File: config.mk
export PLATFORM = sky130hd
export DESIGN_NAME = recursive_doubling
export DESIGN_NICKNAME = d
export VERILOG_FILES = /design/src/rtl/recursive_doubling.sv
export SDC_FILE = /design/constraint.sdc
export NUM_CORES = 1
export LEC_CHECK = 0
export BUFFER_PORTS_ARGS = -buffer_cell sky130_fd_sc_hd__buf_2
export CORE_MARGIN = 4
export CORE_UTILIZATION = 59
export DETAILED_ROUTE_END_ITERATION = 12
export PLACE_DENSITY = 0.93
export SLEW_MARGIN = 20
export SYNTH_ARGS = -nofsm -noshare
export SYNTH_HDL_FRONTEND = slang
export SYNTH_SLANG_ARGS = --single-unit
export TNS_END_PERCENT = 5
File: constraint.sdc
create_clock -name clk -period 1.6 [get_ports clk]
set_input_delay 0.4 -clock clk [delete_from_list [all_inputs] [get_ports clk]]
set_output_delay 0.4 -clock clk [all_outputs]
set_load 0.02 [all_outputs]
File: src/rtl/recursive_doubling.sv
// One-cycle ALU: parallel-prefix (Kogge-Stone style) add/subtract and logarithmic
// barrel shifters, with a single registered output stage.
module recursive_doubling #(
  parameter int WIDTH = 32
) (
  input  logic             clk,
  input  logic             rst,
  input  logic             in_valid,
  input  logic [1:0]       op,
  input  logic [WIDTH-1:0] a,
  input  logic [WIDTH-1:0] b,
  input  logic             cin,
  input  logic [7:0]       shamt,
  output logic [WIDTH-1:0] result,
  output logic             cout,
  output logic             out_valid
);

  // Handshake: in_valid qualifies op/a/b/cin/shamt at a rising edge; there is no
  // ready, every valid input yields out_valid=1 with its result one edge later.

  localparam int LEVELS = $clog2(WIDTH);

  localparam logic [1:0] OP_ADD = 2'b00;
  localparam logic [1:0] OP_SUB = 2'b01;
  localparam logic [1:0] OP_SHL = 2'b10;
  localparam logic [1:0] OP_SHR = 2'b11;

  logic             sub_sel;
  logic [WIDTH-1:0] b_eff;
  logic             c0;
  logic [LEVELS:0][WIDTH-1:0] gk;
  logic [LEVELS:0][WIDTH-1:0] pk;
  logic [WIDTH:0]   carry;
  logic [WIDTH-1:0] sum;

  assign sub_sel = (op == OP_SUB);
  assign b_eff   = sub_sel ? ~b : b;
  assign c0      = sub_sel ? 1'b1 : cin;

  assign gk[0] = a & b_eff;
  assign pk[0] = a ^ b_eff;

  // Each level combines a bit's group with the group SPAN bits below it.
  for (genvar lv = 0; lv < LEVELS; lv++) begin : g_level
    localparam int SPAN = 1 << lv;
    for (genvar i = 0; i < WIDTH; i++) begin : g_bit
      if (i >= SPAN) begin : g_comb
        assign gk[lv+1][i] = gk[lv][i] | (pk[lv][i] & gk[lv][i-SPAN]);
        assign pk[lv+1][i] = pk[lv][i] & pk[lv][i-SPAN];
      end else begin : g_pass
        assign gk[lv+1][i] = gk[lv][i];
        assign pk[lv+1][i] = pk[lv][i];
      end
    end
  end

  // Carry-in folds in through the full-span group propagate of bits [i:0].
  assign carry[0]       = c0;
  assign carry[WIDTH:1] = gk[LEVELS] | (pk[LEVELS] & {WIDTH{c0}});
  assign sum            = pk[0] ^ carry[WIDTH-1:0];

  logic [LEVELS:0][WIDTH-1:0] shl;
  logic [LEVELS:0][WIDTH-1:0] shr;
  logic                       sh_zero;

  assign shl[0]  = a;
  assign shr[0]  = a;
  assign sh_zero = |shamt[7:LEVELS];

  for (genvar s = 0; s < LEVELS; s++) begin : g_shift
    localparam int SPAN = 1 << s;
    assign shl[s+1] = shamt[s] ? (shl[s] << SPAN) : shl[s];
    assign shr[s+1] = shamt[s] ? (shr[s] >> SPAN) : shr[s];
  end

  logic [WIDTH-1:0] result_d, result_q;
  logic             cout_d, cout_q;
  logic             out_valid_d, out_valid_q;

  always_comb begin
    result_d    = result_q;
    cout_d      = cout_q;
    out_valid_d = 1'b0;
    if (in_valid) begin
      out_valid_d = 1'b1;
      case (op)
        OP_ADD, OP_SUB: begin
          result_d = sum;
          cout_d   = carry[WIDTH];
        end
        OP_SHL: begin
          result_d = sh_zero ? '0 : shl[LEVELS];
          cout_d   = 1'b0;
        end
        default: begin
          result_d = sh_zero ? '0 : shr[LEVELS];
          cout_d   = 1'b0;
        end
      endcase
    end
  end

  always_ff @(posedge clk or posedge rst) begin
    if (rst) begin
      result_q    <= '0;
      cout_q      <= 1'b0;
      out_valid_q <= 1'b0;
    end else begin
      result_q    <= result_d;
      cout_q      <= cout_d;
      out_valid_q <= out_valid_d;
    end
  end

  assign result    = result_q;
  assign cout      = cout_q;
  assign out_valid = out_valid_q;

endmodule

==> results of run 1 <==
per-layer routing:
metal / overflow / track usage
met5: 4 / 0.407
met4: 91 / 0.887
met3: 13 / 0.746
met2: 133 / 0.966
met1: 5 / 0.814
cells by family after synthesis:
group,after synthesis,synth area share
adder cells (fa/ha/maj),42,0.0784
AO/OA/AOI/OAI,317,0.307
multiplexers,97,0.181
buffers and inverters,89,0.0600
flip-flops,34,0.125
XOR/XNOR,52,0.0670
AND/OR/NAND/NOR,279,0.181
what timing repair did:
item | CTS
pin swaps | 22
endpoints found under the setup margin | 33
gates cloned | 1
resized for setup | 52
buffers inserted | 13
through the flow:
step | setup TNS (ns) | hold WS, ns | std cells
floorplan | -38.08 | 0.431 | 910
CTS | -38.88 | 0.217 | 1405
global placement | -46.97 | 0.463 | 1383
detailed placement | -54.03 | 0.466 | 1383
==> qor.csv, run 1 <==
metric,value,unit
placed cell area,9430,um^2
post-synthesis instance total,910,
Max Buffers Root-to-Sink,2,
Synth area leaders,"dfrtp_1 13%, mux2i_1 7.8%, ha_1 7.5%",
Err,[ERROR GRT-0116] Global routing finished with congestion. Check the congestion regions in the DRC Viewer.,
sequential area share after synthesis,0.125,
most instantiated library cell after synthesis,nand2_1,
Synth top cells by count,"102 x nand2_1, 99 x nor2_1, 83 x a21oi_1",
register bit total from synthesis,34,
Yosys top cell area share,0.125,
"Primary FF master, synth",dfrtp_1,
"area leader, netlist",dfrtp_1,
Num CTS Buffers,5,
Syn Area/Cell,7.47,um^2
Starting Density,0.613,
"EDFF count, synth",0,
cts hold-fix bufs,0,
"Async S/R FF share, synth",1.00,
first-pass GRT wire length,86.3,mm
maximum number of pins on one net before global-route repair,39,
htree depth,2,
Yosys Warn Count,0,
status,stopped before the end,
last step reached,global routing,
Synth cell types,75,
Die X,115,um
vias in the first global route,13100,
Global Route Usage Sum,0.841,
gp weighted congestion,1.20,
die height,115,um
clock sinks,34,
Rows,38,
post-DP HPWL,27.6,mm
port buffer count,111,
CTS root buffer,clkbuf_16,
GRT Residual Overflow,246,
"Cell Area, Synth",6800,um^2
Place WS,-2.14,ns
Mapped Nets,1030,
num ports,112,
==> run 2: changes to the inputs <==
--- a/config.mk
+++ b/config.mk
@@ -7,9 +7,9 @@
 export LEC_CHECK = 0
 export BUFFER_PORTS_ARGS = -buffer_cell sky130_fd_sc_hd__buf_2
 export CORE_MARGIN = 4
-export CORE_UTILIZATION = 59
+export CORE_UTILIZATION = 40
 export DETAILED_ROUTE_END_ITERATION = 12
-export PLACE_DENSITY = 0.93
+export PLACE_DENSITY_LB_ADDON = 0.15
 export SLEW_MARGIN = 20
 export SYNTH_ARGS = -nofsm -noshare
 export SYNTH_HDL_FRONTEND = slang
==> run 2 against run 1 <==
Net effect:
- the flow now finishes, with violations (negative setup slack)
- synthesized area did not move
- synthesized cell count did not move
==> qor.csv, run 2 <==
metric,value,unit,change
Rows,47,,+24%
"commonest non-fill, non-tap cell in the layout",buf_4,,
cell count of the worst reg-to-reg path,4,,
placed cell area,9970,um^2,+5.7%
Worst Clk Skew,0,ns,
vias,8765,,
num ports,112,,unchanged
max reg flops,32,,
status,finished with violations,,
cell area after layout,10700,um^2,
Global Route met1 Usage,0.405,,
"Primary FF master, synth",dfrtp_1,,
Worst Tran Pin Value,0.576,ns,
Mapped Nets,1030,,unchanged
Yosys Warn Count,0,,unchanged
Int Power,3.92,mW,
Global Route Usage Sum,0.301,,
M2 GR Usage,0.490,,
die height,138,um,+20%
WP data arrival,3.26,ns,
sequential area share after synthesis,0.125,,unchanged
DRT Pass-1 Iters,6,,
synthesis-to-layout area growth,57.4,%,
P_sw,2.90,mW,
crit path time final,3.10,ns,
htree depth,2,,unchanged
clock-pin transition on the worst setup and hold timing paths,0.06,ns,
Place WS,-1.96,ns,+0.176 ns
Flop pwr share,0.162,,
setup ws final,-1.50,ns,
CTS tree,done,,
"setup slack, reg-to-reg",0.33,ns,
failing checks,negative setup slack,,
GRT Residual Overflow,0,,
Tot Pwr,6.81,mW,
Synth area leaders,"dfrtp_1 13%, mux2i_1 7.8%, ha_1 7.5%",,
final wirelength,30.4,mm,
Starting Density,0.408,,-0.205
grt met3 use,0.0615,,
gp weighted congestion,1.02,,-15%
register bit total from synthesis,34,,unchanged
vias per std cell,5.68,,
Synth cell types,75,,unchanged
P per Cell Area,637,nW/um^2,
"commonest cells after routing, fill and taps aside","345 x buf_4, 108 x buf_2, 98 x nand2_1",,
maximum number of pins on one net before global-route repair,35,,
Num CTS Buffers,5,,unchanged
Core Area,16600,um^2,
vias in the first global route,8362,,
clock sinks,34,,unchanged
worst min path class,input port to async pin,,
port buffer count,111,,unchanged
first-pass GRT wire length,46.1,mm,
FF-to-FF Start,result[18],,
final setup fails,33,,
net switching fraction of the power,0.425,,
layout cells sized above 1,0.454,,
Comb pwr share,0.666,,
critical path class,input port to flip-flop,,
Initial DRC Count,741,,
nets,1442,,
CP Max Fanout,7,,
"Cell Area, Synth",6800,um^2,unchanged
Leakage,5.12,nW,
WL per Instance,19.7,um,
most instantiated library cell after synthesis,nand2_1,,
Slew headroom,0.612,,
GRT Max-Usage Layer,met2,,
Crit path required time,1.76,ns,
Max Fclk,323,MHz,
Max Buffers Root-to-Sink,2,,unchanged
post-DP HPWL,24.9,mm,-9.9%
Final Max Slew Viols,0,,
CTS root buffer,clkbuf_16,,
"area leader, netlist",dfrtp_1,,
Antenna diodes,0,,
Synth top cells by count,"102 x nand2_1, 99 x nor2_1, 83 x a21oi_1",,
RSZ-0062 raised after global routing,true,,
crit start category,input port,,
post-synthesis instance total,910,,unchanged
cts hold-fix bufs,0,,unchanged
final worst path period share,1.94,,
Max Cap Viol,0,,
Hold Fails Final Rpt,0,,
worst-skew pair later-pin latency,0.29,ns,
"EDFF count, synth",0,,unchanged
Max rail drop VDD,0.398,mV,
initial antenna violation count,2,,
Yosys top cell area share,0.125,,unchanged
Die X,138,um,+20%
"Async S/R FF share, synth",1.00,,unchanged
Syn Area/Cell,7.47,um^2,unchanged
reg-to-reg endpoint,result[18],,
clock power share,0.171,,
drc violations,0,,
antenna-violating nets left,0,,
Worst setup EP type,flip-flop,,
die area,19100,um^2,
run 2: how the worst max path moves through the flow:
stage | from | endpoint | cells after the start
6_report | op[1] | result[29] | 14
5_1_grt | op[1] | result[26] | 16
4_1_cts | op[1] | result[26] | 16
3_5_place_dp | op[1] | result[30] | 16
3_3_place_gp | op[1] | result[30] | 15
2_1_floorplan | op[1] | result[29] | 14
run 2: stage by stage:
| step | setup TNS (ns) | cells | utilization | hold slack, ns |
|---|---|---|---|---|
| floorplan | -38.08 | 910 | - | 0.431 |
| global placement | -51.23 | 1521 | 0.599 | 0.466 |
| detailed placement | -53.05 | 1521 | 0.599 | 0.476 |
| CTS | -35.71 | 1535 | 0.628 | 0.221 |
| global route | -41.37 | 1543 | 0.643 | 0.275 |
| finish | -37.59 | 1543 | 0.643 | 0.210 |
run 2: kinds of logic (layout without fill, tap and decap cells):
group | count (synthesis) | after routing | share of synthesized area
xor gates and xnor gates | 52 | 52 | 0.0670
buffers and inverters | 89 | 501 | 0.0600
muxes | 97 | 97 | 0.181
AOI/OAI and AO/OA | 317 | 317 | 0.307
adders and majority gates | 42 | 42 | 0.0784
and+or+nand+nor | 279 | 280 | 0.181
DFF | 34 | 34 | 0.125
run 2: timing repair:
action                     4_1_cts  5_1_grt
setup endpoints to repair       33       33
resized for setup               62       31
gates cloned                     1        0
setup buffers                    5        9
pin swaps                       38       24
run 2: final cells by class:
type | instances | area, um^2
multi-input combinational | 788 | 5960
fill | 1487 | 5950
timing repair buffer | 466 | 3340
sequential | 34 | 851
tap | 220 | 275
clock buffer | 5 | 125
inverter | 27 | 101
clock inverter | 3 | 45.0
run 2: power groups by stage:
stage	Combinational [mW]	Sequential (mW)	Clock [mW]
global placement	4.11	1.12	0
CTS	4.32	1.10	1.17
finish	4.54	1.11	1.17
detailed placement	4.13	1.12	0
floorplan	1.95	1.28	0
global route	4.85	1.12	1.21
run 2: worst max-delay path, stage by stage:
cell and delay, ns:
buf_12 0.12, nand2b_4 0.21, buf_6 0.16, xnor2_4 0.13
ha_4 0.28, nand4_1 0.14, or3_1 0.41, a21o_1 0.22
a2111oi_4 0.35, buf_4 0.19, o21ai_4 0.07, o21ai_4 0.21
mux2i_1 0.24, a41oi_2 0.12
run 2: metal layers:
| metal | share of wire | up-vias |
|---|---|---|
| met3 | 0.082 | 56 |
| met1 | 0.43 | 4132 |
| met2 | 0.46 | 374 |
| met4 | 0.026 | 2 |
| met5 | 0.00043 | - |
| li1 | - | 4201 |
No activity file was read; power rests on OpenSTA's default activity.
